===== src/rtl/mc_controller.sv =====
// Multicycle MIPS control unit: Moore FSM sequencing fetch, decode, execute,
// memory and writeback over a shared ALU and a shared handshaked memory.
module mc_controller #(
    parameter int MEM_HANDSHAKE = 1,
    parameter int ENABLE_BNE    = 1
) (
    input  logic       clk,
    input  logic       reset,
    input  logic [5:0] opcode,
    input  logic [5:0] funct,
    input  logic       zero,
    input  logic       mem_ready,
    output logic       mem_req,
    output logic       iord,
    output logic       memwrite,
    output logic       irwrite,
    output logic       regdst,
    output logic       memtoreg,
    output logic       regwrite,
    output logic       alusrca,
    output logic [1:0] alusrcb,
    output logic [1:0] pcsrc,
    output logic       pcen,
    output logic [2:0] alucontrol,
    output logic       illegal,
    output logic [3:0] state
);

    localparam logic [3:0] S_FETCH  = 4'd0;
    localparam logic [3:0] S_DECODE = 4'd1;
    localparam logic [3:0] S_MEMADR = 4'd2;
    localparam logic [3:0] S_MEMRD  = 4'd3;
    localparam logic [3:0] S_MEMWB  = 4'd4;
    localparam logic [3:0] S_MEMWR  = 4'd5;
    localparam logic [3:0] S_EXEC   = 4'd6;
    localparam logic [3:0] S_ALUWB  = 4'd7;
    localparam logic [3:0] S_BRANCH = 4'd8;
    localparam logic [3:0] S_ADDIEX = 4'd9;
    localparam logic [3:0] S_ADDIWB = 4'd10;
    localparam logic [3:0] S_JUMP   = 4'd11;

    localparam logic [5:0] OP_RTYPE = 6'b000000;
    localparam logic [5:0] OP_J     = 6'b000010;
    localparam logic [5:0] OP_BEQ   = 6'b000100;
    localparam logic [5:0] OP_BNE   = 6'b000101;
    localparam logic [5:0] OP_ADDI  = 6'b001000;
    localparam logic [5:0] OP_LW    = 6'b100011;
    localparam logic [5:0] OP_SW    = 6'b101011;

    logic [3:0] state_q, state_d;
    logic       mem_rdy;
    logic       bne_legal;

    // With the handshake disabled every memory access completes immediately.
    assign mem_rdy   = (MEM_HANDSHAKE != 0) ? mem_ready : 1'b1;
    assign bne_legal = (ENABLE_BNE != 0) && (opcode == OP_BNE);
    assign state     = state_q;

    // State register; reset returns to FETCH immediately.
    always_ff @(posedge clk or posedge reset) begin
        if (reset) state_q <= S_FETCH;
        else       state_q <= state_d;
    end

    // Next-state logic.
    always_comb begin
        state_d = S_FETCH;
        case (state_q)
            S_FETCH:  state_d = mem_rdy ? S_DECODE : S_FETCH;
            S_DECODE: begin
                if (opcode == OP_LW || opcode == OP_SW)       state_d = S_MEMADR;
                else if (opcode == OP_RTYPE)                  state_d = S_EXEC;
                else if (opcode == OP_BEQ || bne_legal)       state_d = S_BRANCH;
                else if (opcode == OP_ADDI)                   state_d = S_ADDIEX;
                else if (opcode == OP_J)                      state_d = S_JUMP;
                else                                          state_d = S_FETCH;
            end
            S_MEMADR: state_d = (opcode == OP_SW) ? S_MEMWR : S_MEMRD;
            S_MEMRD:  state_d = mem_rdy ? S_MEMWB : S_MEMRD;
            S_MEMWR:  state_d = mem_rdy ? S_FETCH : S_MEMWR;
            S_EXEC:   state_d = S_ALUWB;
            S_ADDIEX: state_d = S_ADDIWB;
            default:  state_d = S_FETCH;
        endcase
    end

    // Moore outputs per state; write/request strobes are squashed during reset.
    always_comb begin
        mem_req    = 1'b0;
        iord       = 1'b0;
        memwrite   = 1'b0;
        irwrite    = 1'b0;
        regdst     = 1'b0;
        memtoreg   = 1'b0;
        regwrite   = 1'b0;
        alusrca    = 1'b0;
        alusrcb    = 2'b00;
        pcsrc      = 2'b00;
        pcen       = 1'b0;
        alucontrol = 3'b010;
        illegal    = 1'b0;
        case (state_q)
            S_FETCH: begin
                mem_req = 1'b1;
                alusrcb = 2'b01;
                irwrite = mem_rdy;
                pcen    = mem_rdy;
            end
            S_DECODE: begin
                alusrcb = 2'b11;
                if (!(opcode == OP_LW || opcode == OP_SW || opcode == OP_RTYPE ||
                      opcode == OP_BEQ || bne_legal || opcode == OP_ADDI ||
                      opcode == OP_J))
                    illegal = 1'b1;
            end
            S_MEMADR, S_ADDIEX: begin
                alusrca = 1'b1;
                alusrcb = 2'b10;
            end
            S_MEMRD: begin
                mem_req = 1'b1;
                iord    = 1'b1;
            end
            S_MEMWR: begin
                mem_req  = 1'b1;
                iord     = 1'b1;
                memwrite = mem_rdy;
            end
            S_MEMWB: begin
                regwrite = 1'b1;
                memtoreg = 1'b1;
            end
            S_EXEC: begin
                alusrca = 1'b1;
                case (funct)
                    6'b100000: alucontrol = 3'b010;
                    6'b100010: alucontrol = 3'b110;
                    6'b100100: alucontrol = 3'b000;
                    6'b100101: alucontrol = 3'b001;
                    6'b101010: alucontrol = 3'b111;
                    default: begin
                        alucontrol = 3'b010;
                        illegal    = 1'b1;
                    end
                endcase
            end
            S_ALUWB: begin
                regwrite = 1'b1;
                regdst   = 1'b1;
            end
            S_ADDIWB: regwrite = 1'b1;
            S_BRANCH: begin
                alusrca    = 1'b1;
                alucontrol = 3'b110;
                pcsrc      = 2'b01;
                // opcode bit 0 distinguishes bne from beq
                pcen       = opcode[0] ? !zero : zero;
            end
            S_JUMP: begin
                pcsrc = 2'b10;
                pcen  = 1'b1;
            end
            default: ;
        endcase
        if (reset) begin
            pcen     = 1'b0;
            irwrite  = 1'b0;
            regwrite = 1'b0;
            memwrite = 1'b0;
            mem_req  = 1'b0;
            illegal  = 1'b0;
        end
    end

endmodule


===== config.mk =====
export PLATFORM = sky130hd
export DESIGN_NAME = mc_controller
export DESIGN_NICKNAME = d
export VERILOG_FILES = /design/src/rtl/mc_controller.sv
export SDC_FILE = /design/constraint.sdc
export NUM_CORES = 1
export LEC_CHECK = 0
export CAP_MARGIN = 20
export CORE_MARGIN = 2
export CORE_UTILIZATION = 33
export CTS_CLUSTER_DIAMETER = 150
export CTS_CLUSTER_SIZE = 24
export DETAILED_ROUTE_END_ITERATION = 16
export PLACE_DENSITY = 0.74
export SLEW_MARGIN = 25
export SYNTH_ARGS = -nofsm -noshare
export SYNTH_HDL_FRONTEND = slang
export SYNTH_SLANG_ARGS = --single-unit

===== constraint.sdc =====
create_clock -name clk -period 1.1 [get_ports clk]
set_input_delay 0.11 -clock clk [delete_from_list [all_inputs] [get_ports clk]]
set_output_delay 0.11 -clock clk [all_outputs]
set_load 0.05 [all_outputs]

==> impl_metrics.ini, run 1 <==
[die]
fp.dieH_um = 48.0
num_rows = 15
start_util_pct = 36.2
fp.dieW_um = 48.0
boundaryPins = 37

[yosys]
ys_top_cells_by_area = dfrtp_1 16%, a21oi_1 6.3%, nor3_1 6.3%
synth_warnings = 0
synth_seq_cells = 4
synth-main-ff-cell = dfrtp_1
async_flop_share_pct = 100
ys_top_cells_by_count = 9 x nor2_1, 8 x a21oi_1, 8 x nor3_1
synth.distinct_cells = 39
synth_seq_area_share_pct = 15.7
synth_most_common_cell = nor2_1
synth_area_sq_um = 638
synth_top_area_share_pct = 15.7
synthCells = 88
synth_nets = 104
postSynthAreaPerCell_sq_um = 7.25
synth-edff-count = 0
yosys.area.top_type = dfrtp_1

[clock_tree]
cts_resized = 27
numCtsBuffers = 3
cts_sinks = 4
cts.path.max_buffers = 2
cts_setup_buffers = 5
cts_root_buffer = clkbuf_4
cts_max_level = 1
holdBufCountCts = 0

[placed_design]
port_buffers = 36
place_ws_ns = -0.571
dp_hpwl_um = 2650
place.gp.congestion = 0.806

[outcome]
status = stopped before the end
firstError = [ERROR DPL-0033] detailed placement checks failed during check placement.
haltStage = clock tree synthesis (4_1_cts)
## cell families after synthesis
| kind of cell | after synthesis | share of synthesized area (%) |
|---|---|---|
| AOI/OAI and AO/OA | 24 | 24.3 |
| xor gates and xnor gates | 3 | 4.12 |
| DFF | 4 | 15.7 |
| muxes | 1 | 1.57 |
| buffers and inverters | 8 | 6.67 |
| and+or+nand+nor | 48 | 47.6 |
## through the flow
stage               cell area [sq um]  cells
detailed placement               1600    176
floorplan                         830     88
global placement                 1600    176
==> run 2, diff against run 1 <==
--- a/config.mk
+++ b/config.mk
@@ -6,12 +6,10 @@
 export NUM_CORES = 1
 export LEC_CHECK = 0
 export CAP_MARGIN = 20
-export CORE_MARGIN = 2
-export CORE_UTILIZATION = 33
-export CTS_CLUSTER_DIAMETER = 150
-export CTS_CLUSTER_SIZE = 24
+export CORE_AREA = 2 2 63 65
 export DETAILED_ROUTE_END_ITERATION = 16
-export PLACE_DENSITY = 0.74
+export DIE_AREA = 0 0 65 67
+export PLACE_DENSITY_LB_ADDON = 0.15
 export SLEW_MARGIN = 25
 export SYNTH_ARGS = -nofsm -noshare
 export SYNTH_HDL_FRONTEND = slang
==> constraint.sdc (replaced) <==
create_clock -name clk -period 1.43 [get_ports clk]
set_input_delay 0.143 -clock clk [delete_from_list [all_inputs] [get_ports clk]]
set_output_delay 0.143 -clock clk [all_outputs]
set_load 0.05 [all_outputs]
==> impl_metrics.ini, run 2 <==
[placed_design]
place.gp.congestion = 0.792
place_inst = 201
place_ws_ns = -0.256
placed_cell_area_sq_um = 1630
port_buffers = 36
dp_hpwl_um = 2080

[sta]
drv_slew = 0
worst_slew_pin_slew_ns = 0.421
fin_crit_sh_pct = 117
max_slew_margin_pct = 71.8
fin_skew_ns = 0.00258
max_clock_freq_mhz = 599
fin_tns_setup_ns = -2.45
whs_ns = 0.323
min_period_ns = 1.67
rsz0062_at_grt = true
fin_ws_ns = -0.240
setup_viol_count_final = 18
hold_violations = 0

[yosys]
async_flop_share_pct = 100
synth.distinct_cells = 39
synth-main-ff-cell = dfrtp_1
ys_top_cells_by_count = 9 x nor2_1, 8 x a21oi_1, 8 x nor3_1
synth_nets = 104
postSynthAreaPerCell_sq_um = 7.25
synth_most_common_cell = nor2_1
yosys.area.top_type = dfrtp_1
synth_area_sq_um = 638
ys_top_cells_by_area = dfrtp_1 16%, a21oi_1 6.3%, nor3_1 6.3%
synthCells = 88
synth-edff-count = 0
synth_warnings = 0
synth_seq_cells = 4
synth_seq_area_share_pct = 15.7
synth_top_area_share_pct = 15.7

[finish]
final_nets = 186
most-common-layout-cells = 35 x buf_4, 20 x buf_12, 13 x clkdlybuf4s50_1
antenna_cells = 0
design_area_sq_um = 1890
mostFrequentLayoutCell = buf_4
drive_gt1_share_pct = 65.5
utilization_pct = 52.4
largest_register_ffs = 4
syn2layout_area_growth_pct = 196
fin_cells = 216

[clock_tree]
clkTransAtPathRegs_ns = 0.03
cts_max_level = 1
cts_root_buffer = clkbuf_8
numCtsBuffers = 3
cts.path.max_buffers = 2
insertion_delay_ns = 0.21
cts_sinks = 4
holdBufCountCts = 0
cts_tree = done

[grt]
grtUsageMet3_pct = 1.52
grt_pass1_vias = 915
grt_pass1_wl_um = 4200
grt_max_degree = 11
antenna_found_initial = 0
met1_usage_pct = 15.6
grt-busiest-layer = met2
use_met2_pct = 21.9
grt.total_usage_pct = 12.3
grt_overflow = 0

[setup_path]
path_class = reg2out
critPathCaptureType = output pin
cp-start-kind = register
arrival_ns = 1.53
required_ns = 1.29
path_max_fanout = 6

[drt]
dr.pass1.iters = 3
vias_per_cell = 4.47
vias = 965
ant_nets = 0
routed_wl_um = 2690
drtIter0Drc = 15
route.detailed.drc = 0
post_drt_wl_per_cell_um = 12.5

[die]
num_rows = 22
start_util_pct = 17.7
boundaryPins = 37
fp.dieW_um = 65
core_area_sq_um = 3610
die-area_sq_um = 4360
fp.dieH_um = 67

[pwr]
power_mw = 3.24
ir_worst_vdd_uv = 1020
p_leak_nw = 0.789
powerDensity_nw_per_um2 = 1710

[worst_hold_path]
hold_class = in2async

[run]
max_cap_violations = 0

[outcome]
violations = setup timing
status = finished with violations
## run 2: layout make-up
class	count	area, sq um
well taps	48	60.1
multi-input cells	76	736
fillers	317	1720
repair buffers	80	923
clock buffers	3	41.3
inverters	5	18.8
flip-flops and latches	4	110
## run 2: power breakdown
group / leakage, nW / switching [mW] / internal (mW) / total [mW]
sequential: 0.0470 / 0.104 / 0.165 / 0.269
combinational: 0.720 / 1.34 / 1.40 / 2.73
clock: 0.0216 / 0.0575 / 0.179 / 0.237
total: 0.789 / 1.50 / 1.74 / 3.24
## run 2: repair_timing
action	in CTS	in global routing
setup buffers	2	10
pin swaps	1	5
resized for setup	15	18
cloned	0	0
setup endpoints to repair	17	19
## run 2: cells by family (layout without fill, tap and decap cells)
logic type	Yosys count	count (layout)	synth area share, %
muxes	1	1	1.57
xor gates and xnor gates	3	3	4.12
and+or+nand+nor	48	48	47.6
AOI/OAI and AO/OA	24	24	24.3
buffers and inverters	8	88	6.67
DFF	4	4	15.7
## run 2: routing by layer
layer,wire (um),share of wire [%]
met1,1130,42
met2,1410,52
met3,123,4.6
met4,21,0.78
met5,0,0
## run 2: critical path, stage by stage (launching register included)
cell and delay [ns]:
dfrtp_4 0.50, nand2b_4 0.21, or3_4 0.35, nor2_4 0.11, buf_12 0.14
## run 2: worst paths after layout
path	endpoint	slack, ns	depth (start not counted)	startpoint
worst max-delay path	alucontrol[0]	-0.24	4	state[3]
worst min-delay path	state[2]	0.32	3	reset
worst max register to register	state[2]	-0.06	5	state[0]
worst min register to register	state[3]	0.73	2	state[2]
max in group asynchronous	state[1]	0.99	3	reset
min in group clk	state[0]	0.67	5	opcode[0]
No activity file was read; power rests on OpenSTA's default activity.
